$ cat src/rtl/cv32e40p_tmr_fault_manager.sv
// rtl/cv32e40p_tmr_fault_manager.sv - per-lane TMR error accounting, resync handshake and fatal escalation
module cv32e40p_tmr_fault_manager #(
    parameter int CNT_W   = 4,
    parameter int THRESH  = 4,
    parameter int TIMEOUT = 16
) (
    input  logic             clk,
    input  logic             rst_n,
    input  logic             err_valid_i,
    input  logic             err_a_i,
    input  logic             err_b_i,
    input  logic             err_c_i,
    input  logic             clear_i,
    input  logic             resync_ack_i,
    output logic             resync_req_o,
    output logic [2:0]       lane_faulty_o,
    output logic [CNT_W-1:0] cnt_a_o,
    output logic [CNT_W-1:0] cnt_b_o,
    output logic [CNT_W-1:0] cnt_c_o,
    output logic             fatal_o
);

    localparam int                TMO_W    = $clog2(TIMEOUT + 1);
    localparam logic [TMO_W-1:0]  TMO_LAST = TMO_W'(TIMEOUT - 1);
    localparam logic [CNT_W-1:0]  CNT_MAX  = {CNT_W{1'b1}};
    localparam logic [CNT_W-1:0]  THR      = CNT_W'(THRESH);

    typedef enum logic [1:0] {
        ST_IDLE,
        ST_RESYNC,
        ST_FATAL
    } state_e;

    state_e           state_q;
    logic [CNT_W-1:0] cnt_a_q, cnt_b_q, cnt_c_q;
    logic [CNT_W-1:0] cnt_a_d, cnt_b_d, cnt_c_d;
    logic [2:0]       faulty_q, faulty_d;
    logic [TMO_W-1:0] tmo_q;
    logic             resync_q;
    logic             fatal_q;

    logic [2:0]       eff;
    logic             single_evt;
    logic             multi_evt;
    logic             two_faulty;

    function automatic logic [CNT_W-1:0] sat_inc(input logic [CNT_W-1:0] v);
        return (v == CNT_MAX) ? v : v + CNT_W'(1);
    endfunction

    // Flags from lanes already marked faulty no longer count as evidence.
    always_comb begin
        eff        = {err_c_i, err_b_i, err_a_i} & ~faulty_q;
        single_evt = err_valid_i && ($countones(eff) == 1);
        multi_evt  = err_valid_i && ($countones(eff) >= 2);
        cnt_a_d    = (single_evt && eff[0]) ? sat_inc(cnt_a_q) : cnt_a_q;
        cnt_b_d    = (single_evt && eff[1]) ? sat_inc(cnt_b_q) : cnt_b_q;
        cnt_c_d    = (single_evt && eff[2]) ? sat_inc(cnt_c_q) : cnt_c_q;
        faulty_d   = faulty_q | ({cnt_c_d == THR, cnt_b_d == THR, cnt_a_d == THR}
                                 & eff & {3{single_evt}});
        two_faulty = ($countones(faulty_d) >= 2);
    end

    always_ff @(posedge clk or negedge rst_n) begin
        if (!rst_n) begin
            state_q  <= ST_IDLE;
            cnt_a_q  <= '0;
            cnt_b_q  <= '0;
            cnt_c_q  <= '0;
            faulty_q <= '0;
            tmo_q    <= '0;
            resync_q <= 1'b0;
            fatal_q  <= 1'b0;
        end else if (clear_i) begin
            state_q  <= ST_IDLE;
            cnt_a_q  <= '0;
            cnt_b_q  <= '0;
            cnt_c_q  <= '0;
            faulty_q <= '0;
            tmo_q    <= '0;
            resync_q <= 1'b0;
            fatal_q  <= 1'b0;
        end else begin
            case (state_q)
                ST_IDLE: begin
                    if (multi_evt) begin
                        state_q <= ST_FATAL;
                        fatal_q <= 1'b1;
                    end else if (single_evt) begin
                        cnt_a_q  <= cnt_a_d;
                        cnt_b_q  <= cnt_b_d;
                        cnt_c_q  <= cnt_c_d;
                        faulty_q <= faulty_d;
                        if (two_faulty) begin
                            state_q <= ST_FATAL;
                            fatal_q <= 1'b1;
                        end else begin
                            state_q  <= ST_RESYNC;
                            resync_q <= 1'b1;
                            tmo_q    <= '0;
                        end
                    end
                end
                ST_RESYNC: begin
                    // An ack on the last allowed cycle still counts.
                    if (resync_ack_i) begin
                        state_q  <= ST_IDLE;
                        resync_q <= 1'b0;
                        tmo_q    <= '0;
                    end else if (tmo_q == TMO_LAST) begin
                        state_q  <= ST_FATAL;
                        resync_q <= 1'b0;
                        fatal_q  <= 1'b1;
                    end else begin
                        tmo_q <= tmo_q + TMO_W'(1);
                    end
                end
                ST_FATAL: begin
                    state_q <= ST_FATAL;
                end
                default: begin
                    state_q  <= ST_IDLE;
                    resync_q <= 1'b0;
                    fatal_q  <= 1'b0;
                end
            endcase
        end
    end

    assign resync_req_o  = resync_q;
    assign fatal_o       = fatal_q;
    assign lane_faulty_o = faulty_q;
    assign cnt_a_o       = cnt_a_q;
    assign cnt_b_o       = cnt_b_q;
    assign cnt_c_o       = cnt_c_q;

endmodule

$ cat config.mk
export PLATFORM = sky130hd
export DESIGN_NAME = cv32e40p_tmr_fault_manager
export DESIGN_NICKNAME = d
export VERILOG_FILES = /design/src/rtl/cv32e40p_tmr_fault_manager.sv
export SDC_FILE = /design/constraint.sdc
export NUM_CORES = 1
export LEC_CHECK = 0
export ABC_CLOCK_PERIOD_IN_PS = 4000
export CAP_MARGIN = 15
export CORE_UTILIZATION = 45
export DETAILED_ROUTE_END_ITERATION = 7
export GPL_ROUTABILITY_DRIVEN = 0
export PLACE_DENSITY_LB_ADDON = 0.05
export SLEW_MARGIN = 15
export SYNTH_ARGS = -nofsm -noshare
export SYNTH_HDL_FRONTEND = slang
export SYNTH_SLANG_ARGS = --single-unit
$ cat constraint.sdc
create_clock -name clk -period 4 [get_ports clk]
set_input_delay 0.6 -clock clk [delete_from_list [all_inputs] [get_ports clk]]
set_output_delay 0.6 -clock clk [all_outputs]
set_load 0.05 [all_outputs]
==> impl_metrics.yaml, run 1 <==
status:
  outcome: "finished, final reports clean"
placed_design:
  pre_cts_slack_ps: 40.4
  dp.cells: 243
  io_buffers: 24
  hpwl_um: 2650
timing:
  slew_headroom_pct: 53.0
  layout_setup_ws_ps: 389
  holdWs_ps: 242
  tns_ps: 0
  rsz0062_at_grt: "no"
  slew_viol_final: 0
  finalSetupViolations: 0
  period_needed_ps: 3610
  skew_ps: 12.9
  hold_viol: 0
  fin_crit_sh_pct: 90.3
  fmaxAchievable_ghz: 0.277
  worst_slew_pin_slew_ps: 702
logic_synthesis:
  synth_cell_types: 51
  netlist_area_sq_um: 1580
  ys_warn_count: 0
  syn-num-nets: 186
  synthCells: 171
  synth-seq-cells: 24
  syn_area_per_cell_sq_um: 9.26
  synthArstFlopShare_pct: 100
  yosys_most_used_dff: "dfrtp_1"
  synth_edf_count: 0
  yosysSeqAreaShare_pct: 37.9
clock_network:
  htree_levels: 1
  cts_sinks: 24
  clk_pin_slew_ps: 150
  post_cts_resize_count: 0
  postCtsSetupBuffers: 0
  cts_max_path_buffers: 2
  cts_hold_buf: 0
  cts_tree: "done"
  root_buffer: "clkbuf_4"
  clock_latency_ps: 320
  cts_buffers: 3
route:
  ant_nets: 0
  drt_iter0_markers: 85
  wl_um: 3590
  avgViaCountPerCell: 5.84
  drtPass1Iterations: 4
  wl_per_cell_um: 14.5
  drc: 0
  vias: 1443
final_layout:
  final_net_count: 217
  antenna_cells: 0
  fillers: 337
  final_core_util_pct: 57.1
  layout-drive-gt1-share_pct: 10.9
  layout_common_cells: "dfrtp_1 (24), clkdlybuf4s50_1 (23), nor2_1 (17), nand2_1 (13), inv_1 (11)"
  fin_cells: 247
  syn_to_final_growth_pct: 21.2
  mostFrequentLayoutCell: "dfrtp_1"
floorplanning:
  dieArea_sq_um: 3760
  start_util_pct: 47.1
  ioPinCount: 25
  die_x_um: 61.3
  die_h_um: 61.3
  core_area_sq_um: 3360
  fp-row-count: 21
power_and_ir_drop:
  power_frac_comb_pct: 20.7
  power_density_nw_per_um2: 256
  p_seq_share_pct: 52.5
  ir_worst_vdd_v: 0.000101
  power_leakage_nw: 0.805
  switching_share_pct: 29.7
  power.switching_mw: 0.146
  clkPwrFrac_pct: 26.8
  internal-power_mw: 0.346
worst_setup_path:
  crit_path_end_kind: "flop"
  critical_path_class: "input pin to flop"
  start_kind: "input pin"
  cpPeakStageDelay_ps: 470
  crit_required_ps: 4210
  cp_cell_sequence: "clkdlybuf4s50_1, nor2b_1, fa_1, and3b_2, and2_1, and3_1, or2_2, ha_1, or3_1, o221ai_1, a31oi_4, mux2_2"
  crit_fanout: 6
  cpMaxStageDelayCell: "fa_1"
  critPathArrivalTime_ps: 3820
global_routing:
  antenna_found_initial: 0
  grt_pass1_vias: 1321
  top_usage_layer: "met2"
  met3_usage_pct: 1.89
  use_met1_pct: 30.7
  grt_max_degree: 25
  grt_pass1_wl_um: 5980
  track_usage_pct: 21.6
  use_met2_pct: 35.4
  grt_overflow: 0
worst_hold_path:
  min_path_type: "input pin to asynchronous set/reset pin"
run:
  maxCapViolations: 0
state kept, by name (all words and copies together) (netlist names):
register / flops
cnt_b_o: 4
cnt_c_o: 4
resync_req_o: 1
fatal_o: 1
state_q: 2
lane_faulty_o: 3
cnt_a_o: 4
tmo_q: 5
power by group through the flow:
stage | combinational [mW] | clock (mW) | sequential, mW
finish | 0.102 | 0.132 | 0.258
floorplan | 0.0553 | 0 | 0.274
CTS | 0.103 | 0.139 | 0.258
global route | 0.112 | 0.152 | 0.259
detailed placement | 0.103 | 0 | 0.263
global placement | 0.101 | 0 | 0.263
critical path: cells and delay by family:
family | cells | cell delay (ps)
compound gates | 2 | 350
fa+ha+maj | 2 | 770
buf+inv | 1 | 440
mux | 1 | 290
simple gates | 6 | 1380
metrics by stage:
| step | power, mW | area [sq um] |
|---|---|---|
| floorplan | 0.330 | 1580 |
| global placement | 0.364 | 1890 |
| detailed placement | 0.365 | 1890 |
| CTS | 0.500 | 1930 |
| global route | 0.524 | 1920 |
| finish | 0.492 | 1920 |
cells by family (layout without fill, tap and decap cells):
| logic type | after synthesis | after routing | share of synthesized area (%) |
|---|---|---|---|
| simple gates | 64 | 64 | 22.8 |
| xor+xnor | 3 | 3 | 1.66 |
| flops | 24 | 24 | 37.9 |
| compound gates | 54 | 54 | 23.6 |
| mux | 6 | 6 | 3.95 |
| fa+ha+maj | 7 | 7 | 6.00 |
| buf+inv | 13 | 43 | 4.03 |
final cells by class:
cell class / instances / area [sq um] / share of cell area, %
sequential: 24 / 601 / 31.3
timing repair buffer: 28 / 265 / 13.8
inverter: 11 / 41.3 / 2.15
tap: 46 / 57.6 / 3.00
clock buffer: 4 / 36.3 / 1.89
multi-input combinational: 134 / 920 / 47.9
per-layer routing:
metal / up-vias / routed length, um / part of all wire (%)
li1: 702 / - / -
met1: 714 / 1740 / 49
met2: 25 / 1730 / 48
met3: 2 / 99 / 2.8
met4: 0 / 20 / 0.56
met5: - / 0 / 0
cells in the mapped netlist, drive strengths merged, types with 2 or more instances:
cell type | number | area, sq um
dfrtp | 24 | 601
nor2 | 17 | 63.8
o21ai | 14 | 70.1
nand2 | 13 | 48.8
inv | 11 | 41.3
a21oi | 8 | 40.0
a31oi | 8 | 65.1
nand3 | 8 | 40.0
ha | 6 | 75.1
mux2i | 4 | 40.0
nand2b | 4 | 32.5
nand3b | 4 | 42.5
o22ai | 4 | 25.0
and3 | 3 | 18.8
o31ai | 3 | 22.5
o41ai | 3 | 26.3
a21boi | 2 | 18.8
and2 | 2 | 12.5
and3b | 2 | 20.0
buf | 2 | 22.5
mux2 | 2 | 22.5
nor2b | 2 | 12.5
xnor2 | 2 | 17.5
final timing paths:
kind	slack (ps)	start	endpoint	cells after the start
worst max-delay path	390	err_a_i	tmo_q[0]$_DFFE_PN0P_	12
worst min-delay path	240	rst_n	state_q[0]$_DFFE_PN0P_	1
worst max register to register	640	lane_faulty_o[1]$_DFFE_PN0P_	tmo_q[0]$_DFFE_PN0P_	12
worst min register to register	490	tmo_q[3]$_DFFE_PN0P_	tmo_q[3]$_DFFE_PN0P_	1
max in group asynchronous	3390	rst_n	resync_req_o$_DFFE_PN0P_	1
min in group clk	490	tmo_q[3]$_DFFE_PN0P_	tmo_q[3]$_DFFE_PN0P_	1
(Power assumes the default switching activity.)
==> run 2, diff against run 1 <==
Settings changed: SETUP_SLACK_MARGIN from default to 0.5.
==> run 2 against run 1 <==
Clock skew is 1.2 ps lower. Critical path type unchanged. Wire length grew 6.1%. Largest power group unchanged. Critical path depth stayed put.
==> impl_metrics.yaml, run 2 (synthesis results as in run 1) <==
global_routing:
  grt_max_degree: 25
  grt_pass1_wl_um: 6000
  grt_pass1_vias: 1321
  antenna_found_initial: 0
  track_usage_pct: 21.7
  grt_overflow: 0
final_layout:
  multi_input_area_sq_um: 970
  top_register: "tmo_q"
  final_core_util_pct: 59.2
  largest_reg_flops: 5
  fin_cells: 249
  seq_area_sq_um: 602
  fillers: 324
  mostFrequentLayoutCell: "dfrtp_1"
  final_net_count: 219
  layout_common_cells: "dfrtp_1 (23), clkdlybuf4s50_1 (22), nor2_1 (17), nand2_1 (13), inv_1 (11)"
  antenna_cells: 0
  layout-drive-gt1-share_pct: 15.3
  fin_area_sq_um: 1990
  syn_to_final_growth_pct: 25.6
route:
  ant_nets: 0
  drtPass1Iterations: 4
  wl_per_cell_um: 15.3
  vias: 1445
  drt_iter0_markers: 71
  wl_um: 3810
  avgViaCountPerCell: 5.80
  drc: 0
status:
  outcome: "finished, final reports clean"
worst_setup_path:
  crit_required_ps: 4230
  rr_worst_depth: 12
  start_kind: "input pin"
  crit_path_end_kind: "flop"
  critPathArrivalTime_ps: 3590
  critical_path_class: "input pin to flop"
  crit_fanout: 6
power_and_ir_drop:
  power_density_nw_per_um2: 254
  ir_worst_vdd_v: 0.000150
  total_power_mw: 0.505
  power_leakage_nw: 0.829
timing:
  slew_headroom_pct: 54.0
  skew_ps: 11.7
  slew_viol_final: 0
  fmaxAchievable_ghz: 0.297
  tns_ps: 0
  finalSetupViolations: 0
  fin_crit_sh_pct: 84.1
  hold_viol: 0
  period_needed_ps: 3360
  rsz0062_at_grt: "no"
  holdWs_ps: 236
  worst_slew_pin_slew_ps: 688
  layout_setup_ws_ps: 638
clock_network:
  cts_max_path_buffers: 2
  cts_hold_buf: 0
  cts_buffers: 3
  clk_pin_slew_ps: 150
  htree_levels: 1
  root_buffer: "clkbuf_4"
  cts_tree: "done"
  cts_sinks: 24
  clock_latency_ps: 330
run:
  maxCapViolations: 0
floorplanning:
  dieArea_sq_um: 3760
  ioPinCount: 25
  die_h_um: 61.3
  fp-row-count: 21
  core_area_sq_um: 3360
  start_util_pct: 47.1
  die_x_um: 61.3
placed_design:
  io_buffers: 24
  dp.cells: 243
  hpwl_um: 2700
  pre_cts_slack_ps: 69.4
  placed_area_sq_um: 1890
worst_hold_path:
  min_path_type: "input pin to asynchronous set/reset pin"
## run 2: path summary, 6_finish.rpt
path	startpoint	end	slack, ps
max	err_a_i	tmo_q[0]$_DFFE_PN0P_	640
min	rst_n	cnt_a_o[3]$_DFFE_PN0P_	240
max reg2reg	lane_faulty_o[1]$_DFFE_PN0P_	tmo_q[0]$_DFFE_PN0P_	820
min reg2reg	tmo_q[3]$_DFFE_PN0P_	tmo_q[3]$_DFFE_PN0P_	490
max in group asynchronous	rst_n	lane_faulty_o[1]$_DFFE_PN0P_	3350
min in group clk	tmo_q[3]$_DFFE_PN0P_	tmo_q[3]$_DFFE_PN0P_	490
## run 2: worst max-delay path, cell delays in order
cell and delay, ps:
clkdlybuf4s50_1 390, nor2b_2 160, fa_1 490, and3b_2 230, and2_1 150, and3_1 150, or2_2 310, ha_4 220
or3_4 340, o221ai_4 190, a31oi_4 70, mux2_2 290
## run 2: cell type report
class / count / area share, %
clock buffers: 4 / 1.82
well taps: 46 / 2.89
repair buffers: 30 / 14.2
inverters: 11 / 2.08
flip-flops and latches: 24 / 30.3
multi-input cells: 134 / 48.7
## run 2: power by group
group	internal, mW	total, mW	switching, mW
Clock	0.0558	0.136	0.0803
Sequential	0.250	0.259	0.00939
Combinational	0.0449	0.110	0.0650
Total	0.351	0.505	0.155
## run 2: layer usage
metal / vias up / track usage [%] / wire [um]
met5: - / 0 / 0
met4: 0 / 9.21 / 25
met3: 2 / 2.52 / 106
met2: 26 / 34.6 / 1820
met1: 713 / 30.0 / 1850
li1: 704 / - / -
## run 2: what timing repair did
action | 4_1_cts | 5_1_grt
resized for setup | 1 | 8
setup endpoints to repair | 5 | 5
pin swaps | 1 | 2
setup buffers | 0 | 2
==> run 3, diff against run 2 <==
Settings changed: ABC_CLOCK_PERIOD_IN_PS 4000 to 3200.
Clock period 4 ns to 3.2 ns, I/O delays scaled along.
==> run 3 against run 2 <==
Combinational power grew 48%. Wire length grew 2.7%. Flip-flop and latch count is the same. Clock skew shrank 6.2 ps. Largest power group unchanged. Critical path depth is the same. First-iteration DRC count shrank 21%. Sequential power grew 25%. Register-to-register slack lost 690 ps. Clock power grew 24%. Global-route usage grew 0.88 points. Count of clock-buffer cells in the layout is the same. Critical path type is now flop to flop.
==> impl_metrics.yaml, run 3 (synthesis results as in run 1) <==
status:
  outcome: "finished, final reports clean"
worst_hold_path:
  min_path_type: "input pin to asynchronous set/reset pin"
worst_setup_path:
  r2r_end: "tmo_q[0]$_DFFE_PN0P_"
  cp_cell_sequence: "nand2b_4, inv_2, fa_1, and3b_2, and2_4, and3_4, or2_4, ha_4, or3_4, o221ai_4, a31oi_4, mux2_4"
  rr_worst_depth: 12
  crit_path_end_kind: "flop"
  cpMaxStageDelayCell: "dfrtp_2"
  critPathLaunch: "lane_faulty_o[1]$_DFFE_PN0P_"
  crit_fanout: 6
  crit_required_ps: 3420
  start_kind: "flop"
  rr_startpoint: "lane_faulty_o[1]$_DFFE_PN0P_"
  rrSetupSlack_ps: 130
  critPathArrivalTime_ps: 3300
  critical_path_class: "flop to flop"
  cpPeakStageDelay_ps: 430
placed_design:
  hpwl_um: 2860
  io_buffers: 24
clock_network:
  cts_max_path_buffers: 2
  cts_sinks: 24
  htree_levels: 1
  cts_tree: "done"
  root_buffer: "clkbuf_4"
  clk_pin_slew_ps: 140
  cts_buffers: 3
  clock_latency_ps: 320
  cts_hold_buf: 0
final_layout:
  fillers: 308
  final_net_count: 239
  mostFrequentLayoutCell: "buf_4"
  antenna_cells: 0
  syn_to_final_growth_pct: 38.8
  top_register: "tmo_q"
  layout_common_cells: "buf_4 (25), dfrtp_1 (21), clkdlybuf4s50_1 (21), nor2_1 (16), nand2_1 (12)"
  largest_reg_flops: 5
  layout-drive-gt1-share_pct: 27.8
power_and_ir_drop:
  switching_share_pct: 30.3
  power_frac_comb_pct: 24.9
  power_leakage_nw: 0.939
  ir_worst_vdd_v: 0.000174
  clkPwrFrac_pct: 25.6
  power_density_nw_per_um2: 298
  internal-power_mw: 0.457
  power.switching_mw: 0.199
  p_seq_share_pct: 49.5
route:
  avgViaCountPerCell: 5.57
  drc: 0
  wl_um: 3910
  vias: 1499
  drt_iter0_markers: 56
  wl_per_cell_um: 14.5
  ant_nets: 0
  drtPass1Iterations: 4
floorplanning:
  die_h_um: 61.3
  dieArea_sq_um: 3760
  ioPinCount: 25
  core_area_sq_um: 3360
  die_x_um: 61.3
  fp-row-count: 21
  start_util_pct: 47.1
timing:
  rsz0062_at_grt: "yes"
  period_needed_ps: 3070
  tns_ps: 0
  slew_headroom_pct: 54.1
  worst_slew_pin_slew_ps: 681
  hold_viol: 0
  fin_crit_sh_pct: 96.0
  finalSetupViolations: 0
  holdWs_ps: 495
  skew_ps: 5.51
  slew_viol_final: 0
  fmaxAchievable_ghz: 0.326
run:
  maxCapViolations: 0
global_routing:
  grt_max_degree: 25
  grt_pass1_wl_um: 6320
  track_usage_pct: 22.6
  antenna_found_initial: 0
  grt_overflow: 0
  grt_pass1_vias: 1404
-- run 3: changes by cell type in the layout (fill, tap and decap cells not counted), moves of 2 or more --
cell | previous run | this run
o41ai_2 | 0 | 2
buf_4 | 6 | 25
dfrtp_1 | 23 | 21
dfrtp_2 | 1 | 3
and2_4 | 0 | 2
dlygate4sd2_1 | 0 | 3
o41ai_1 | 3 | 1
inv_1 | 11 | 9
and2_1 | 2 | 0
inv_2 | 0 | 2
-- run 3: repair_timing --
action	4_1_cts	5_1_grt
buffers inserted	4	3
endpoints found under the setup margin	10	10
pin swaps	11	7
gates resized for setup	15	2
-- run 3: area by class of cell --
cell class / instances / area [sq um] / share of cell area [%]
inverter: 11 / 41.3 / 1.88
timing repair buffer: 50 / 435 / 19.8
sequential: 24 / 604 / 27.5
clock buffer: 4 / 36.3 / 1.65
tap: 46 / 57.6 / 2.62
multi-input combinational: 134 / 1020 / 46.6
-- run 3: worst max-delay path by stage --
stage	end	slack, ps
CTS	tmo_q[0]$_DFFE_PN0P_	110
global placement	tmo_q[0]$_DFFE_PN0P_	-380
detailed placement	tmo_q[0]$_DFFE_PN0P_	-470
global route	tmo_q[0]$_DFFE_PN0P_	30
finish	tmo_q[0]$_DFFE_PN0P_	130
floorplan	tmo_q[0]$_DFFE_PN0P_	-60
-- run 3: layer usage --
layer / part of all wire, % / GRT usage [%] / up-vias
met5: 0 / 0 / -
met3: 3.1 / 2.94 / 2
met2: 49 / 37.9 / 27
met4: 0.51 / 5.71 / 0
li1: - / - / 741
met1: 47 / 31.0 / 729
-- run 3: stage by stage --
stage	power (mW)	setup slack [ps]	std cells	util, %	instance area [sq um]
6_report	0.656	128	269	65.4	2200
5_1_grt	0.691	29.7	269	65.4	2200
4_1_cts	0.657	112	266	64.5	2170
3_5_place_dp	0.478	-471	258	60.9	2050
3_3_place_gp	0.475	-384	258	60.9	2050
2_1_floorplan	0.418	-57.6	171	-	1630
-- run 3: worst max-delay path, delay by kind of cell, from the launching register on --
family                   cells  cell delay [ps]
multiplexers                 1              280
buffers and inverters        1               50
AND/OR/NAND/NOR              6             1300
AO/OA/AOI/OAI                2              240
flip-flops                   1              430
adder cells (fa/ha/maj)      2              660
-- run 3: power by group through the flow --
stage	combinational, mW	clock (mW)	sequential, mW
after global placement	0.146	0	0.329
after floorplan	0.0745	0	0.343
after CTS	0.158	0.175	0.325
after global routing	0.177	0.186	0.327
after detailed placement	0.148	0	0.329
final	0.163	0.168	0.325
